$ cat src/rtl/flash_arbiter_if.sv
// Client-side handshake bundle for flash_arbiter: one level request, word address,
// one-cycle ack and held read word for each of the audio and graphics readers.
interface flash_arbiter_if #(
   parameter int ADDR_W = 22
);
   logic              aud_req;
   logic [ADDR_W-1:0] aud_addr;
   logic              aud_ack;
   logic [15:0]       aud_data;
   logic              gfx_req;
   logic [ADDR_W-1:0] gfx_addr;
   logic              gfx_ack;
   logic [15:0]       gfx_data;

   modport master (
      output aud_req, aud_addr, gfx_req, gfx_addr,
      input  aud_ack, aud_data, gfx_ack, gfx_data
   );

   modport slave (
      input  aud_req, aud_addr, gfx_req, gfx_addr,
      output aud_ack, aud_data, gfx_ack, gfx_data
   );
endinterface

$ cat src/rtl/flash_arbiter.sv
// Shares one 8-bit flash between the audio and graphics word readers: each 16-bit
// read becomes two timed byte reads, with round-robin arbitration between clients.
module flash_arbiter #(
   parameter int WAIT_CYCLES = 5,
   parameter int ADDR_W      = 22
) (
   input  logic            CLOCK,
   input  logic            RESET_N,
   flash_arbiter_if.slave  bus,
   output logic [ADDR_W:0] FL_ADDR,
   input  logic [7:0]      FL_DQ,
   output logic            FL_CE_N,
   output logic            FL_OE_N,
   output logic            FL_WE_N,
   output logic            FL_RST_N,
   output logic            busy
);
   typedef enum logic [1:0] {IDLE, LO, HI, DONE} state_t;

   localparam logic [3:0] LAST_COUNT = 4'(WAIT_CYCLES - 1);

   state_t          state_reg;
   logic [3:0]      cnt_reg;
   logic            gfx_sel_reg;
   logic            last_gfx_reg;
   logic [7:0]      lo_byte_reg;
   logic [ADDR_W:0] addr_reg;
   logic            ce_n_reg;
   logic            rst_n_reg;
   logic            aud_ack_reg;
   logic            gfx_ack_reg;
   logic [15:0]     aud_data_reg;
   logic [15:0]     gfx_data_reg;
   logic            pick_gfx;

   // On a tie the client that was not served last wins.
   assign pick_gfx = bus.gfx_req && (!bus.aud_req || !last_gfx_reg);

   always_ff @(posedge CLOCK or negedge RESET_N) begin
      if (!RESET_N) begin
         state_reg    <= IDLE;
         cnt_reg      <= '0;
         gfx_sel_reg  <= 1'b0;
         last_gfx_reg <= 1'b1;
         lo_byte_reg  <= '0;
         addr_reg     <= '0;
         ce_n_reg     <= 1'b1;
         rst_n_reg    <= 1'b0;
         aud_ack_reg  <= 1'b0;
         gfx_ack_reg  <= 1'b0;
         aud_data_reg <= '0;
         gfx_data_reg <= '0;
      end else begin
         rst_n_reg   <= 1'b1;
         aud_ack_reg <= 1'b0;
         gfx_ack_reg <= 1'b0;
         case (state_reg)
            IDLE: begin
               if (bus.aud_req || bus.gfx_req) begin
                  gfx_sel_reg <= pick_gfx;
                  addr_reg    <= {(pick_gfx ? bus.gfx_addr : bus.aud_addr), 1'b0};
                  ce_n_reg    <= 1'b0;
                  cnt_reg     <= '0;
                  state_reg   <= LO;
               end
            end
            LO: begin
               if (cnt_reg == LAST_COUNT) begin
                  lo_byte_reg <= FL_DQ;
                  addr_reg[0] <= 1'b1;
                  cnt_reg     <= '0;
                  state_reg   <= HI;
               end else begin
                  cnt_reg <= cnt_reg + 4'd1;
               end
            end
            HI: begin
               // Ack and data are registered here so both are visible during DONE.
               if (cnt_reg == LAST_COUNT) begin
                  ce_n_reg     <= 1'b1;
                  last_gfx_reg <= gfx_sel_reg;
                  if (gfx_sel_reg) begin
                     gfx_data_reg <= {FL_DQ, lo_byte_reg};
                     gfx_ack_reg  <= 1'b1;
                  end else begin
                     aud_data_reg <= {FL_DQ, lo_byte_reg};
                     aud_ack_reg  <= 1'b1;
                  end
                  cnt_reg   <= '0;
                  state_reg <= DONE;
               end else begin
                  cnt_reg <= cnt_reg + 4'd1;
               end
            end
            DONE: begin
               state_reg <= IDLE;
            end
            default: begin
               state_reg <= IDLE;
            end
         endcase
      end
   end

   assign FL_ADDR      = addr_reg;
   assign FL_CE_N      = ce_n_reg;
   assign FL_OE_N      = ce_n_reg;
   assign FL_WE_N      = 1'b1;
   assign FL_RST_N     = rst_n_reg;
   assign busy         = (state_reg != IDLE);
   assign bus.aud_ack  = aud_ack_reg;
   assign bus.gfx_ack  = gfx_ack_reg;
   assign bus.aud_data = aud_data_reg;
   assign bus.gfx_data = gfx_data_reg;
endmodule

$ cat src/flat_wrapper.sv
// flat-port wrapper written by rule: the top's interface ports become plain ports
module flash_arbiter_flat 
#(
   parameter int WAIT_CYCLES = 5,
   parameter int ADDR_W      = 22
)
  (CLOCK, RESET_N, FL_ADDR, FL_DQ, FL_CE_N, FL_OE_N, FL_WE_N, FL_RST_N, busy, bus_aud_req, bus_aud_addr, bus_gfx_req, bus_gfx_addr, bus_aud_ack, bus_aud_data, bus_gfx_ack, bus_gfx_data);
  flash_arbiter_if #(.ADDR_W(ADDR_W)) bus_i ();
  input  logic CLOCK;
  input  logic RESET_N;
  output logic [ADDR_W:0] FL_ADDR;
  input  logic [7:0] FL_DQ;
  output logic FL_CE_N;
  output logic FL_OE_N;
  output logic FL_WE_N;
  output logic FL_RST_N;
  output logic busy;
  input wire logic [$bits(bus_i.aud_req)-1:0] bus_aud_req;
  input wire logic [$bits(bus_i.aud_addr)-1:0] bus_aud_addr;
  input wire logic [$bits(bus_i.gfx_req)-1:0] bus_gfx_req;
  input wire logic [$bits(bus_i.gfx_addr)-1:0] bus_gfx_addr;
  output wire logic [$bits(bus_i.aud_ack)-1:0] bus_aud_ack;
  output wire logic [$bits(bus_i.aud_data)-1:0] bus_aud_data;
  output wire logic [$bits(bus_i.gfx_ack)-1:0] bus_gfx_ack;
  output wire logic [$bits(bus_i.gfx_data)-1:0] bus_gfx_data;
  assign bus_i.aud_req = bus_aud_req;
  assign bus_i.aud_addr = bus_aud_addr;
  assign bus_i.gfx_req = bus_gfx_req;
  assign bus_i.gfx_addr = bus_gfx_addr;
  assign bus_aud_ack = bus_i.aud_ack;
  assign bus_aud_data = bus_i.aud_data;
  assign bus_gfx_ack = bus_i.gfx_ack;
  assign bus_gfx_data = bus_i.gfx_data;
  flash_arbiter #(.WAIT_CYCLES(WAIT_CYCLES), .ADDR_W(ADDR_W)) u_core (.CLOCK(CLOCK), .RESET_N(RESET_N), .bus(bus_i), .FL_ADDR(FL_ADDR), .FL_DQ(FL_DQ), .FL_CE_N(FL_CE_N), .FL_OE_N(FL_OE_N), .FL_WE_N(FL_WE_N), .FL_RST_N(FL_RST_N), .busy(busy));
endmodule
$ cat config.mk
export PLATFORM = sky130hd
export DESIGN_NAME = flash_arbiter_flat
export DESIGN_NICKNAME = d
export VERILOG_FILES = /design/src/rtl/flash_arbiter_if.sv /design/src/rtl/flash_arbiter.sv /design/src/flat_wrapper.sv
export SDC_FILE = /design/constraint.sdc
export NUM_CORES = 1
export LEC_CHECK = 0
export ABC_AREA = 1
export BUFFER_PORTS_ARGS = -buffer_cell sky130_fd_sc_hd__buf_4
export CAP_MARGIN = 20
export CORE_MARGIN = 10
export CORE_UTILIZATION = 50
export CTS_CLUSTER_DIAMETER = 100
export CTS_CLUSTER_SIZE = 20
export DETAILED_ROUTE_END_ITERATION = 8
export GPL_TIMING_DRIVEN = 0
export PLACE_DENSITY_LB_ADDON = 0.15
export SKIP_CTS_REPAIR_TIMING = 1
export SYNTH_ARGS = -nofsm -noshare
export SYNTH_HDL_FRONTEND = slang
export SYNTH_SLANG_ARGS = --single-unit
$ cat constraint.sdc
create_clock -name CLOCK -period 1.9 [get_ports CLOCK]
set_input_delay 0.285 -clock CLOCK [delete_from_list [all_inputs] [get_ports CLOCK]]
set_output_delay 0.285 -clock CLOCK [all_outputs]
set_load 0.005 [all_outputs]
==> parameters.txt <==
Parameter                              Value

STA
  Transition time of the tightest slew-check pin ... just over 900 ps
  Hold Vio Cnt, Final ... 0
  Unrepaired setup endpoints after global routing ... false
  Setup-failing EPs final ... 0
  Highest Clock Rate ... about 560 MHz
  Setup Skew ... approximately 6.9 ps
  Worst rel slew slack ... 38.29%
  Final worst setup slack ... around 110 ps
  Setup TNS ... 0 ps
  Post-layout min period ... roughly 1800 ps
  Number of max-slew violations in the final report ... 0
  Share of the clock period used by the worst path after layout ... between 90% and 100%

Clocking
  CTS tree ... built
  Root buffer cell ... sky130_fd_sc_hd__clkbuf_8
  Number of clock sinks ... 75
  Total clock buffers created by CTS ... 9
  Worst-case clock buffer depth ... 2
  Skew-Pair Late Insertion Delay ... 330 ps
  Deepest level of the CTS H-tree ... 3
  Clock-pin slew on the worst setup and hold paths ... approximately 80 ps

Final layout
  Final Net Count ... between 500 and 600
  N_diodes ... 0
  Non-Filler Instances ... about 560
  Max reg flops ... 23
  Share of layout cells above drive strength 1 ... between 30% and 40%
  Number of filler cells placed in the layout ... roughly 520
  Sequential cell area ... 1879 um2
  Area of the multi-input gates ... 1245 um2
  Synth-to-Final Area Change ... 34.87%

Power
  Switch Pwr ... 2.278 mW
  Power per cell area ... approximately 1400 nW/um2
  Static leakage ... 2.378 nW
  Combinational fraction of design power ... between 40% and 50%
  Worst supply voltage drop on vdd ... about 650 uV
  Cell Int Power ... between 4 and 5 mW
  Overall power after layout ... 6.486 mW
  Clock network fraction of design power ... between 10% and 20%
  Share of total power in sequential cells ... approximately two fifths
  Sw frac ... 35.13%

GRT
  Combined global-route utilization of all metal layers ... between 10% and 20%
  Pin count of the biggest net entering global routing ... 76
  Overflow left after global routing ... 0
  Initial antenna violation count ... 0
  First-pass GRT wire length ... roughly 14,000 um
  Vias in the first global route ... a little under 3,000

Synth
  Gate count after technology mapping ... ~350
  Count of different cell masters after synthesis ... 26
  Share of synthesized area occupied by flip-flops and latches ... 55.90%
  Number of flip-flops and latches in the synthesized netlist ... 75
  Number of warnings reported in the yosys synthesis log ... 0
  Combined area of all synthesized cells ... around 3400 um2
  Post-Synthesis Mean Instance Area ... between 9 and 10 um2

Place
  Worst slack, placed ... 319.9 ps
  HPWL after detailed placement ... between 6000 and 7000 um
  Post-placement cell count ... between 500 and 600
  Total of buffers placed on input and output ports ... about 120
  Weighted congestion reported at the end of routability-driven placement ... around 0.77

Die
  Floorplan row count ... 29
  Starting utilization of the core area ... ~52%
  Total core area ... approximately 6500 um2
  Ports placed on the boundary ... approximately 120
  Die Span Y ... between 100 and 150 um
  Full die area ... roughly 10,000 um2
  Die Width ... ~100 um

Detailed routing
  Remaining design rule violation count ... 0
  Drt wl/cell ... 15.88 um
  Via density per instance ... roughly 5.1
  Post-route antenna net violation count ... 0
  Number of detailed-routing iterations run before antenna repair ... 4
  Total vias in the final route ... 2,821
  DRC violation total after the first TritonRoute iteration ... 77
  Total wire length after detailed routing ... 8844 um

Critical path
  Kind of start point of the critical path ... flip-flop
  Sort of element at the end of the critical path ... primary output
  Worst EP required ... between 1500 and 2000 ps
  Data arrival at the endpoint of the critical path ... roughly 1500 ps
  Critical-path maximum fanout ... 5
  CP Class ... reg -> out

Outcome
  Status ... finished, final reports clean

Run
  # Max-Cap Violations ... 0

Worst hold path
  Path class of the lowest-slack min-delay path ... in -> async
==> cell usage after synthesis <==
cell | count | area, um2
sky130_fd_sc_hd__clkbuf_1 | 1 | 3.750
sky130_fd_sc_hd__nor2_4 | 2 | 22.52
sky130_fd_sc_hd__dfstp_2 | 2 | 52.55
sky130_fd_sc_hd__o21ai_0 | 3 | 15.01
sky130_fd_sc_hd__ha_1 | 7 | 87.58
sky130_fd_sc_hd__buf_2 | 7 | 35.03
sky130_fd_sc_hd__xor2_1 | 2 | 17.52
sky130_fd_sc_hd__o21ai_1 | 9 | 45.04
sky130_fd_sc_hd__nand3_1 | 27 | 135.1
sky130_fd_sc_hd__nand2_2 | 4 | 25.02
sky130_fd_sc_hd__buf_1 | 1 | 3.750
sky130_fd_sc_hd__nand2_1 | 89 | 334.1
sky130_fd_sc_hd__nor2_1 | 24 | 90.09
sky130_fd_sc_hd__nand3_2 | 1 | 10.01
sky130_fd_sc_hd__dfrtp_1 | 73 | 1827
sky130_fd_sc_hd__o21a_1 | 1 | 7.510
sky130_fd_sc_hd__inv_1 | 26 | 97.59
sky130_fd_sc_hd__nor2_8 | 1 | 20.02
sky130_fd_sc_hd__conb_1 | 1 | 3.750
sky130_fd_sc_hd__buf_4 | 4 | 30.03
sky130_fd_sc_hd__buf_6 | 6 | 67.56
sky130_fd_sc_hd__a31oi_1 | 22 | 137.6
sky130_fd_sc_hd__o21ai_2 | 31 | 271.5
sky130_fd_sc_hd__inv_2 | 1 | 3.750
sky130_fd_sc_hd__or2_2 | 1 | 6.260
sky130_fd_sc_hd__nand4_1 | 2 | 12.51
==> cells in the final DEF, fill, tap and decap left out, types with 9 or more instances in the layout <==
master,count
sky130_fd_sc_hd__a31oi_1,22
sky130_fd_sc_hd__buf_4,120
sky130_fd_sc_hd__clkbuf_8,11
sky130_fd_sc_hd__dfrtp_1,73
sky130_fd_sc_hd__inv_1,26
sky130_fd_sc_hd__nand2_1,89
sky130_fd_sc_hd__nand3_1,27
sky130_fd_sc_hd__nor2_1,24
sky130_fd_sc_hd__o21ai_1,9
sky130_fd_sc_hd__o21ai_2,31
==> critical path, stage by stage, from the launching register on <==
cell and delay (ps):
sky130_fd_sc_hd__dfrtp_1 430, sky130_fd_sc_hd__inv_1 100, sky130_fd_sc_hd__ha_1 240, sky130_fd_sc_hd__inv_1 230, sky130_fd_sc_hd__buf_4 170
==> area by class of cell <==
class | instances | share of cell area [%]
Sequential cell | 75 | 41.45
Inverter | 27 | 2.235
Clock buffer | 11 | 3.339
Tap cell | 77 | 2.125
Timing Repair Buffer | 116 | 19.21
Clock inverter | 4 | 1.104
Multi-Input combinational cell | 228 | 27.46
Buffer | 19 | 3.090
==> routing by layer <==
layer | global-route usage, % | vias up | part of all wire [%]
li1 | - | 1387 | -
met1 | 19.38 | 1333 | 41
met2 | 28.64 | 97 | 50
met3 | 6.950 | 4 | 9.2
met4 | 4.447 | 0 | 0.45
met5 | 0 | - | 0
==> power groups by stage <==
stage / logic (mW) / registers (mW) / clock network (mW)
after global routing: 2.95 / 2.69 / 1.33
after CTS: 2.68 / 2.61 / 1.26
after global placement: 2.60 / 2.61 / 0
final: 2.62 / 2.61 / 1.25
after floorplan: 1.36 / 2.62 / 0
after detailed placement: 2.68 / 2.63 / 0
==> worst paths after layout <==
path	start	endpoint	slack (ps)	cells after the start
hold / removal	RESET_N	u_core.bus.aud_data[15]	80	1
setup / recovery	u_core.state_reg[0]	busy	110	4
min in group CLOCK	bus_aud_addr[19]	u_core.FL_ADDR[20]	200	3
hold reg to reg	u_core.FL_ADDR[0]	u_core.FL_ADDR[0]	480	2
setup reg to reg	u_core.state_reg[0]	u_core.FL_ADDR[16]	260	7
max in group asynchronous	RESET_N	u_core.FL_ADDR[9]	1220	1
==> cell families (layout without fill, tap and decap cells) <==
| family | Yosys count | after routing | synth area share, % |
|---|---|---|---|
| AO/OA/AOI/OAI | 66 | 66 | 14.18 |
| XOR/XNOR | 2 | 2 | 0.5211 |
| adder cells (fa/ha/maj) | 7 | 7 | 2.605 |
| buffers and inverters | 46 | 177 | 7.182 |
| flip-flops | 75 | 75 | 55.90 |
| other | 1 | 2 | 0.1115 |
| AND/OR/NAND/NOR | 151 | 151 | 19.50 |
==> per-stage QoR <==
step	cell area [um2]	util [%]	hold slack, ps
final	4534	70.21	84.47
after detailed placement	4333	67.09	468.5
after global routing	4534	70.21	163.1
after global placement	4333	67.09	463.5
after CTS	4534	70.21	119.8
after floorplan	3366	-	-10.59
No activity file was read; power rests on OpenSTA's default activity.
